File: src/rtl/vga_timing_rx.sv
// VGA sync receiver: measures line/frame timing, locks onto a stable raster and reports active-area coordinates.
// Define VGA_TIMING_RX_STATS_EN to enable the saturating lock-loss counter on err_count.
module vga_timing_rx #(
    parameter int unsigned H_TOTAL     = 800,
    parameter int unsigned V_TOTAL     = 525,
    parameter int unsigned H_START     = 144,
    parameter int unsigned V_START     = 35,
    parameter int unsigned H_ACTIVE    = 640,
    parameter int unsigned V_ACTIVE    = 480,
    parameter int unsigned LOCK_FRAMES = 2,
    parameter bit          SYNC_POL    = 1'b0
) (
    input  logic       clk_50,
    input  logic       reset,
    input  logic       pixel_en,
    input  logic       hsync_n,
    input  logic       vsync_n,
    output logic       locked,
    output logic       active,
    output logic [9:0] x_pos,
    output logic [9:0] y_pos,
    output logic [9:0] line_len,
    output logic [9:0] frame_lines,
    output logic       frame_start,
    output logic       lock_err,
    output logic [7:0] err_count
);

    typedef enum logic [1:0] {SEEK, MEASURE, LOCKED} state_t;

    localparam logic [9:0]  CNT_MAX = '1;
    localparam logic [9:0]  H_TOT   = 10'(H_TOTAL);
    localparam logic [9:0]  V_TOT   = 10'(V_TOTAL);
    localparam logic [10:0] H_LO    = 11'(H_START);
    localparam logic [10:0] H_HI    = 11'(H_START + H_ACTIVE);
    localparam logic [10:0] V_LO    = 11'(V_START);
    localparam logic [10:0] V_HI    = 11'(V_START + V_ACTIVE);
    localparam logic [2:0]  LOCK_N  = 3'(LOCK_FRAMES);
    localparam logic        IDLE    = ~SYNC_POL;

    logic [1:0] hs_sync, vs_sync;
    logic       hs_prev, vs_prev;
    logic       h_edge, v_edge;
    logic [9:0] h_cnt, v_cnt, line_meas;
    logic       line_bad, cnt_sat, in_area;
    state_t     state, state_nxt;
    logic [2:0] good_cnt, good_nxt;
    logic       frame_bad, bad_nxt, err_nxt;

    always_ff @(posedge clk_50) begin
        if (reset) begin
            hs_sync <= {2{IDLE}};
            vs_sync <= {2{IDLE}};
            hs_prev <= IDLE;
            vs_prev <= IDLE;
        end else begin
            hs_sync <= {hs_sync[0], hsync_n};
            vs_sync <= {vs_sync[0], vsync_n};
            if (pixel_en) begin
                hs_prev <= hs_sync[1];
                vs_prev <= vs_sync[1];
            end
        end
    end

    assign h_edge    = pixel_en && (hs_sync[1] == SYNC_POL) && (hs_prev == IDLE);
    assign v_edge    = pixel_en && (vs_sync[1] == SYNC_POL) && (vs_prev == IDLE);
    assign line_meas = (h_cnt == CNT_MAX) ? CNT_MAX : h_cnt + 10'd1;
    assign line_bad  = h_edge && (line_meas != H_TOT);
    assign cnt_sat   = (h_cnt == CNT_MAX) || (v_cnt == CNT_MAX);

    always_ff @(posedge clk_50) begin
        if (reset) begin
            h_cnt       <= '0;
            v_cnt       <= '0;
            line_len    <= '0;
            frame_lines <= '0;
        end else if (pixel_en) begin
            if (h_edge) begin
                h_cnt    <= '0;
                line_len <= line_meas;
            end else if (h_cnt != CNT_MAX) begin
                h_cnt <= h_cnt + 10'd1;
            end
            // vsync restart wins over the line increment when both edges coincide
            if (v_edge) begin
                v_cnt       <= '0;
                frame_lines <= v_cnt;
            end else if (h_edge && (v_cnt != CNT_MAX)) begin
                v_cnt <= v_cnt + 10'd1;
            end
        end
    end

    always_comb begin
        state_nxt = state;
        good_nxt  = good_cnt;
        bad_nxt   = frame_bad;
        err_nxt   = 1'b0;
        case (state)
            SEEK: begin
                if (v_edge) begin
                    state_nxt = MEASURE;
                    good_nxt  = '0;
                    bad_nxt   = 1'b0;
                end
            end
            MEASURE: begin
                if (cnt_sat) begin
                    state_nxt = SEEK;
                end else begin
                    if (line_bad)
                        bad_nxt = 1'b1;
                    if (v_edge) begin
                        if ((v_cnt == V_TOT) && !bad_nxt) begin
                            good_nxt = good_cnt + 3'd1;
                            if (good_nxt == LOCK_N)
                                state_nxt = LOCKED;
                        end else begin
                            good_nxt = '0;
                        end
                        bad_nxt = 1'b0;
                    end
                end
            end
            LOCKED: begin
                if (line_bad)
                    bad_nxt = 1'b1;
                if (cnt_sat || line_bad || (v_edge && (v_cnt != V_TOT))) begin
                    state_nxt = SEEK;
                    err_nxt   = 1'b1;
                end
            end
            default: state_nxt = SEEK;
        endcase
    end

    assign locked  = (state == LOCKED);
    assign in_area = locked
                     && ({1'b0, h_cnt} >= H_LO) && ({1'b0, h_cnt} < H_HI)
                     && ({1'b0, v_cnt} >= V_LO) && ({1'b0, v_cnt} < V_HI);

    always_ff @(posedge clk_50) begin
        if (reset) begin
            state       <= SEEK;
            good_cnt    <= '0;
            frame_bad   <= 1'b0;
            lock_err    <= 1'b0;
            frame_start <= 1'b0;
            active      <= 1'b0;
            x_pos       <= '0;
            y_pos       <= '0;
        end else begin
            state       <= state_nxt;
            good_cnt    <= good_nxt;
            frame_bad   <= bad_nxt;
            lock_err    <= err_nxt;
            frame_start <= v_edge && locked;
            active      <= in_area;
            x_pos       <= in_area ? h_cnt - H_LO[9:0] : '0;
            y_pos       <= in_area ? v_cnt - V_LO[9:0] : '0;
        end
    end

`ifdef VGA_TIMING_RX_STATS_EN
    always_ff @(posedge clk_50) begin
        if (reset)
            err_count <= '0;
        else if (lock_err && (err_count != '1))
            err_count <= err_count + 8'd1;
    end
`else
    assign err_count = '0;
`endif

endmodule

File: config.mk
export PLATFORM = sky130hd
export DESIGN_NAME = vga_timing_rx
export DESIGN_NICKNAME = d
export VERILOG_FILES = /design/src/rtl/vga_timing_rx.sv
export SDC_FILE = /design/constraint.sdc
export NUM_CORES = 1
export LEC_CHECK = 0
export BUFFER_PORTS_ARGS = -buffer_cell sky130_fd_sc_hd__buf_2
export CAP_MARGIN = 40
export CELL_PAD_IN_SITES_DETAIL_PLACEMENT = 1
export CELL_PAD_IN_SITES_GLOBAL_PLACEMENT = 1
export CORE_ASPECT_RATIO = 0.7
export CORE_MARGIN = 2
export CORE_UTILIZATION = 30
export DETAILED_ROUTE_END_ITERATION = 6
export PLACE_DENSITY = 0.63
export SYNTH_ARGS = -nofsm -noshare
export SYNTH_HDL_FRONTEND = slang
export SYNTH_SLANG_ARGS = --single-unit
File: constraint.sdc
create_clock -name clk_50 -period 2.4 [get_ports clk_50]
set_clock_uncertainty 0.2 [all_clocks]
set_input_delay 0.24 -clock clk_50 [delete_from_list [all_inputs] [get_ports clk_50]]
set_output_delay 0.24 -clock clk_50 [all_outputs]
set_load 0.03 [all_outputs]
==> results of run 1 <==
-- routing by layer --
| layer | part of all wire (%) | up-vias | wire [µm] |
|---|---|---|---|
| met4 | 1.2 | 0 | 110 |
| met1 | 54 | 1427 | 4900 |
| met3 | 3.9 | 8 | 354 |
| met5 | 0 | - | 0 |
| li1 | - | 1483 | - |
| met2 | 41 | 51 | 3740 |
-- critical path: cells and delay by family, from the launching register on --
kind	cells	cell delay (ps)
flip-flops	1	380
AO/OA/AOI/OAI	4	910
AND/OR/NAND/NOR	2	360
multiplexers	1	100
adder cells (fa/ha/maj)	1	230
-- cells by family (layout without fill, tap and decap cells) --
logic type               after synthesis  in the layout  share of synthesized area (%)
AO/OA/AOI/OAI                         67             67                           12.7
XOR/XNOR                              27             27                           6.70
adder cells (fa/ha/maj)               12             12                           4.25
buffers and inverters                 48            108                           7.02
flip-flops                            75             75                           42.5
multiplexers                           3              3                          0.851
other                                  1              8                          0.106
AND/OR/NAND/NOR                      179            179                           25.9
-- power groups by stage --
stage	logic, mW	clock network, mW	registers, mW
2_1_floorplan	0.236	0	1.32
3_3_place_gp	0.308	0	1.31
3_5_place_dp	0.314	0	1.32
4_1_cts	0.320	1.61	1.29
5_1_grt	0.357	1.66	1.29
6_report	0.322	1.58	1.29
-- repair_timing --
item,in CTS,in global routing
hold buffers,2,0
endpoints found under the setup margin,5,24
pin swaps,0,2
hold endpoints to repair,2,0
setup buffers,0,1
gates resized for setup,3,7
-- per-stage QoR --
stage / worst slack [ps] / instance area [µm²] / total power, mW / hold WS [ps]
2_1_floorplan: 105 / 3560 / 1.56 / 144
3_3_place_gp: 110 / 4020 / 1.62 / 193
3_5_place_dp: -6.94 / 4020 / 1.63 / 198
4_1_cts: 42.8 / 4390 / 3.22 / 72.4
5_1_grt: -28.1 / 4420 / 3.31 / 104
6_report: 132 / 4420 / 3.19 / 92.4
-- state kept, by name (all words and copies together), names as in the netlist --
register / count
frame_lines: 10
h_cnt: 10
line_len: 10
v_cnt: 10
x_pos: 10
y_pos: 10
good_cnt: 3
hs_sync: 2
state: 2
vs_sync: 2
active: 1
frame_bad: 1
frame_start: 1
hs_prev: 1
lock_err: 1
vs_prev: 1
-- worst max-delay path by stage --
stage                     cells after the start  slack [ps]      from     endpoint
after CTS                                     9          40  h_cnt[0]  good_cnt[2]
final                                         8         130  h_cnt[0]     state[1]
after detailed placement                      7          -7  h_cnt[3]     state[0]
after global placement                        7         110  h_cnt[3]     state[0]
after floorplan                               9         100  h_cnt[1]     state[0]
after global routing                          8         -30  h_cnt[0]     state[1]
-- cells in the final DEF (no fill, tap or decap), types with 3 or more instances in the layout --
master,n
nand3b_1,3
a21oi_1,27
nor3b_1,3
xor2_1,11
clkbuf_16,9
nand2b_1,9
conb_1,8
nor2_1,57
mux2i_1,3
xnor2_1,16
nand2_1,46
nor3_1,6
o21ai_0,8
and3_1,3
or2_2,5
buf_4,29
nor2b_1,8
and2_1,4
buf_2,48
dfxtp_1,73
inv_1,12
nand4_1,5
ha_1,11
a211oi_1,9
bufinv_16,3
or3_1,5
nand3_1,9
-- final cells by class --
cell class	instances	area, µm²
repair buffers	80	498
fillers	1394	7180
clock buffers	12	246
flip-flops and latches	75	1500
well taps	157	196
inverters	12	45.0
clock inverters	4	97.6
multi-input cells	296	1830
==> reports/metrics.cfg, run 1 <==
[worst_setup_path]
slowest_stage=dfxtp_1
crit_required_ps=2450
regToRegEndpoint=state[1]
crit_chain=ha_2 > nand4_4 > nor3b_2 > mux2i_1 > a221oi_2 > o21ai_0 > a32o_2 > a211oi_2
cp-end-kind=register
cp_max_fo=5
critical_path_arrival_ps=2320
critPathKind=register to register
rrSetupSlack_ps=130
worst_path_largest_cell_delay_ps=380
startpoint_type=register
reg2reg_depth=8
reg2reg_from=h_cnt[0]

[logic_synthesis]
yosys_warnings=0
synthTopCellsByArea=dfxtp_1 (43%), nor2_1 (6.1%), nand2_1 (4.9%)
synth.distinct_cells=54
synth_most_common_cell=dfxtp_1
syn_avg_cell_area_um2=8.57
yosysTopAreaCell=dfxtp_1
synthTopCellsByCount=dfxtp_1 (75), nor2_1 (57), nand2_1 (46), a21oi_1 (28), xnor2_1 (16)
synthesis.area_um2=3530
synth-seq-cells=75
synth_edf_count=0
synth_flop_cell=dfxtp_1
yosysSeqAreaShare_pct=42.5
synth_top_area_share_pct=42.5
synth_cells=412
async_flop_share_pct=0

[worst_hold_path]
hp-start=pixel_en
hold-path-endpoint=h_cnt[8]
hold_path_class=input port to register
whs_path_depth=2

[floorplanning]
rows=33
initial_core_util_pct=30.4
chipHeight_um=94.8
dieArea_um2=12700
core_area_um2=11600
die_x_um=134
io_pins=57

[global_routing]
top_usage_layer=met2
grt_overflow=0
grt_use_met1_pct=21.7
track_usage_pct=15.1
grt_max_degree=36
grtUsageMet2_pct=22.0
first_global_vias=2927
gr-usage-met3_pct=3.97
grt_pass1_wl_mm=15.0
antenna_found_initial=0

[place]
dpl.hpwl_mm=6.69
numPlacedInstances=617
gp_congestion=0.806
io_buffers=48

[sta]
setup_viol=0
fin_tns_setup_ps=0
period_share_pct=94.5
period_minus_slack_ps=2270
hold_violations=0
fmax_mhz=441
final_max_slew_viol_count=0

[power]
powerDensity_nw_per_um2=720
combPwrFrac_pct=10.1
seqPwrFrac_pct=40.4
swShare_pct=23.5
p_clk_share_pct=49.5
p_int_mw=2.44
leakage_nw=1.84
p_switching_mw=0.749
vdd_ir_drop_max_v=0.000335

[detailed_routing]
wl_per_cell_um=14.3
antenna_left=0
first_pass_iters=4
drc_errors=0
drt_iter0_drc=114
vias=2969
routed_wl_mm=9.11
via_per_inst=4.67

[clocking]
cts.reportedPaths.clkPinSlew_ps=60
root_buffer=clkbuf_16
clk_path_buf_depth=2
insertion_delay_ps=340
clock_sinks=75
cts_tree=done
htree_num_levels=3
numCtsBuffers=9

[flow_run]
cap_violations=0

[layout]
fin_cells=636
n_antenna_cell=0
nNetsFinal=491
drive_gt1_share_pct=24.2
area_delta_synth_final_pct=25.3
fin_util_pct=38.1

[outcome]
outcome=completed

Power figures use the tool's default switching activity.
==> run 2, diff against run 1 <==
--- a/config.mk
+++ b/config.mk
@@ -12,6 +12,7 @@
 export CORE_ASPECT_RATIO = 0.7
 export CORE_MARGIN = 2
 export CORE_UTILIZATION = 30
+export CTS_BUF_LIST = sky130_fd_sc_hd__clkbuf_4
 export DETAILED_ROUTE_END_ITERATION = 6
 export PLACE_DENSITY = 0.63
 export SYNTH_ARGS = -nofsm -noshare
==> reports/metrics.cfg, run 2 (synthesis gave the netlist of run 1 again) <==
[outcome]
outcome=completed

[clocking]
cts_tree=done
htree_num_levels=3
numCtsBuffers=9
insertion_delay_ps=440
clock_sinks=75
root_buffer=clkbuf_4
cts.reportedPaths.clkPinSlew_ps=120
clk_path_buf_depth=2

[worst_setup_path]
cp_max_fo=5
critical_path_arrival_ps=2430
crit_path_start=h_cnt[4]
startpoint_type=register
cp-end-kind=register
regToRegEndpoint=state[1]
reg2reg_depth=8
reg2reg_from=h_cnt[4]
crit_required_ps=2560
rrSetupSlack_ps=130
critPathKind=register to register

[power]
p_total_mw=2.61
powerDensity_nw_per_um2=611
leakage_nw=1.78
vdd_ir_drop_max_v=0.000324

[floorplanning]
initial_core_util_pct=30.4
dieArea_um2=12700
io_pins=57
chipHeight_um=94.8
rows=33
core_area_um2=11600
die_x_um=134

[sta]
fin_tns_setup_ps=0
period_share_pct=94.5
fmax_mhz=441
period_minus_slack_ps=2270
finalWorstSetupSlack_ps=132
setup_viol=0
hold_violations=0
holdWs_ps=39.4
rsz0062_at_grt=true
final_max_slew_viol_count=0

[place]
io_buffers=48
place_area_um2=4020
dpl.hpwl_mm=6.69
dp_worst_setup_slack_ps=-6.94
numPlacedInstances=617
gp_congestion=0.806

[global_routing]
grt_max_degree=36
grt_overflow=0
grt_pass1_wl_mm=14.8
first_global_vias=2879
track_usage_pct=15.2
antenna_found_initial=1

[detailed_routing]
via_per_inst=4.63
routed_wl_mm=8.94
drt_iter0_drc=112
vias=2955
wl_per_cell_um=14.0
antenna_left=0
drc_errors=0
first_pass_iters=5

[layout]
fin_util_pct=36.8
drive_gt1_share_pct=24.4
area_delta_synth_final_pct=21.0
fin_cells=638
layout_common_cells=dfxtp_1 (71), nor2_1 (57), buf_2 (48), nand2_1 (46)
design_area_um2=4270
nNetsFinal=492
layout_commonest_cell=dfxtp_1

[worst_hold_path]
whs_path_depth=3
hold_path_class=input port to register
hold-path-endpoint=frame_start
hp-start=reset

[flow_run]
cap_violations=0

[run 2: where the power goes]
part / total [mW] / internal (mW) / switching, mW
logic: 0.322 / 0.121 / 0.201
clock network: 1.00 / 0.548 / 0.454
registers: 1.29 / 1.27 / 0.0161
[run 2: layer usage]
| layer | share of wire [%] | vias up | track usage [%] |
|---|---|---|---|
| li1 | - | 1488 | - |
| met1 | 54 | 1407 | 21.6 |
| met2 | 41 | 51 | 21.6 |
| met3 | 4.1 | 9 | 4.35 |
| met4 | 1.4 | 0 | 6.03 |
| met5 | 0 | - | 0 |
[run 2: worst max-delay path by stage]
stage                to  slack (ps)  depth (start not counted)
2_1_floorplan  state[0]         100                          9
3_3_place_gp   state[0]         110                          7
3_5_place_dp   state[0]          -7                          7
4_1_cts        state[0]          20                          8
5_1_grt        state[1]         -40                          8
6_report       state[1]         130                          8
[run 2: final cells by class]
cell class / instances / area (µm²)
Antenna cell: 1 / 2.50
Clock buffer: 11 / 82.6
Clock inverter: 5 / 101
Fill cell: 1405 / 7330
Inverter: 12 / 45.0
Multi-Input combinational cell: 296 / 1830
Sequential cell: 75 / 1510
Tap cell: 157 / 196
Timing Repair Buffer: 81 / 512
[run 2: critical path, stage by stage (launching register included)]
cell and delay, ps:
dfxtp_1 380, ha_2 230, nand4_4 150, nor3b_1 230, mux2i_1 110, a221oi_2 270
o21ai_0 140, a32o_2 270, a211oi_2 220
[run 2: what timing repair did]
| item | 4_1_cts | 5_1_grt |
|---|---|---|
| buffers inserted | 0 | 1 |
| endpoints found under the hold margin | 5 | 0 |
| endpoints found under the setup margin | 5 | 24 |
| hold buffers | 3 | 0 |
| pin swaps | 0 | 1 |
| resized for setup | 2 | 9 |
==> run 3, diff against run 2 <==
--- a/config.mk
+++ b/config.mk
@@ -14,7 +14,7 @@
 export CORE_UTILIZATION = 30
 export CTS_BUF_LIST = sky130_fd_sc_hd__clkbuf_4
 export DETAILED_ROUTE_END_ITERATION = 6
-export PLACE_DENSITY = 0.63
+export PLACE_DENSITY_LB_ADDON = 0.3
 export SYNTH_ARGS = -nofsm -noshare
 export SYNTH_HDL_FRONTEND = slang
 export SYNTH_SLANG_ARGS = --single-unit
==> constraint.sdc (replaced) <==
create_clock -name clk_50 -period 2.6 [get_ports clk_50]
set_clock_uncertainty 0.2 [all_clocks]
set_input_delay 0.26 -clock clk_50 [delete_from_list [all_inputs] [get_ports clk_50]]
set_output_delay 0.26 -clock clk_50 [all_outputs]
set_load 0.03 [all_outputs]
==> reports/metrics.cfg, run 3 (synthesis gave the netlist of run 1 again) <==
[floorplanning]
core_area_um2=11600
chipHeight_um=94.8
initial_core_util_pct=30.4
dieArea_um2=12700
io_pins=57
die_x_um=134
rows=33

[worst_hold_path]
hold_path_class=input port to register
hp-start=reset

[sta]
period_minus_slack_ps=2420
period_share_pct=93.0
hold_violations=0
final_max_slew_viol_count=0
rsz0062_at_grt=false
fmax_mhz=413
setup_viol=0
fin_tns_setup_ps=0
finalWorstSetupSlack_ps=182

[global_routing]
grt_overflow=0
antenna_found_initial=0
track_usage_pct=14.8
grt_max_degree=37
grt_pass1_wl_mm=14.5
first_global_vias=2899

[clocking]
cts.reportedPaths.clkPinSlew_ps=120
clk_path_buf_depth=2
cts_tree=done
root_buffer=clkbuf_4
clock_sinks=75
htree_num_levels=3
insertion_delay_ps=440
numCtsBuffers=9

[worst_setup_path]
critical_path_arrival_ps=2550
critPathTopFamily=compound AO/OA/AOI/OAI gates
crit_path_start=v_cnt[6]
slowest_stage=dfxtp_1
crit_chain=nand4_1 > o31a_1 > o21ba_2 > and3_1 > nor2b_1 > xnor2_1 > nor2_1
worst_path_largest_cell_delay_ps=530
reg2reg_from=v_cnt[6]
cp_max_fo=9
critPathKind=register to register
startpoint_type=register
cp-end-kind=register
crit_required_ps=2730
worst-path-buf-inv=0

[detailed_routing]
first_pass_iters=4
via_per_inst=4.61
antenna_left=0
drt_iter0_drc=123
vias=2892
wl_per_cell_um=13.9
drc_errors=0
routed_wl_mm=8.76

[layout]
fin_cells=628
nNetsFinal=483
nFillCells=1403
drive_gt1_share_pct=22.1
layout_common_cells=dfxtp_1 (73), nor2_1 (57), buf_2 (48), nand2_1 (46), a21oi_1 (28)
area_delta_synth_final_pct=16.1
layout_commonest_cell=dfxtp_1
n_antenna_cell=0

[flow_run]
cap_violations=0

[place]
dp_worst_setup_slack_ps=3.07
gp_congestion=0.777
io_buffers=48
dpl.hpwl_mm=6.56
numPlacedInstances=609

[power]
p_total_mw=2.09
leakage_nw=1.69
vdd_ir_drop_max_v=0.000186
powerDensity_nw_per_um2=509

[outcome]
outcome=completed

==> run 3: metrics by stage <==
stage          hold slack (ps)  cell area [µm²]  util [%]
3_3_place_gp               193             3950      34.0
4_1_cts                   61.4             4090      35.2
2_1_floorplan              164             3560         -
5_1_grt                   53.0             4100      35.3
6_report                  80.8             4100      35.3
3_5_place_dp               199             3950      34.0
==> run 3: area by class of cell <==
class | count | area, µm² | area share (%)
sequential | 75 | 1500 | 36.7
inverter | 12 | 45.0 | 1.10
multi-input combinational | 296 | 1820 | 44.3
tap | 157 | 196 | 4.79
clock buffer | 10 | 75.1 | 1.83
timing repair buffer | 72 | 428 | 10.4
clock inverter | 6 | 32.5 | 0.794
==> run 3: worst paths after layout <==
path | end | slack [ps] | depth (start not counted)
hold / removal | frame_start | 80 | 3
setup / recovery | v_cnt[9] | 180 | 7
hold reg to reg | hs_sync[1] | 220 | 1
setup reg to reg | v_cnt[9] | 180 | 7
==> run 3: power breakdown <==
| group | switching (mW) | leakage (nW) | internal, mW |
|---|---|---|---|
| logic | 0.177 | 1.02 | 0.105 |
| registers | 0.0191 | 0.607 | 1.17 |
| clock network | 0.416 | 0.0573 | 0.197 |
| total | 0.612 | 1.69 | 1.48 |
==> run 3: layer usage <==
layer	up-vias	track usage, %	wire, µm
met4	0	5.85	148
met3	11	4.13	309
met5	-	0	0
met2	45	22.2	3540
li1	1471	-	-
met1	1365	20.3	4750
==> run 3: worst register-to-register path, cell delays in order (launching register included) <==
cell and delay, ps:
dfxtp_1 530, nand4_1 290, o31a_1 470, o21ba_2 260, and3_1 230, nor2b_1 150
xnor2_1 130, nor2_1 50
==> run 3: repair_timing <==
| action | 4_1_cts | 5_1_grt |
|---|---|---|
| gates resized for setup | 1 | 4 |
| hold buffers | 3 | 0 |
| cloned | 0 | 0 |
| endpoints found under the hold margin | 5 | 0 |
| endpoints found under the setup margin | 4 | 6 |
| buffers inserted | 0 | 0 |
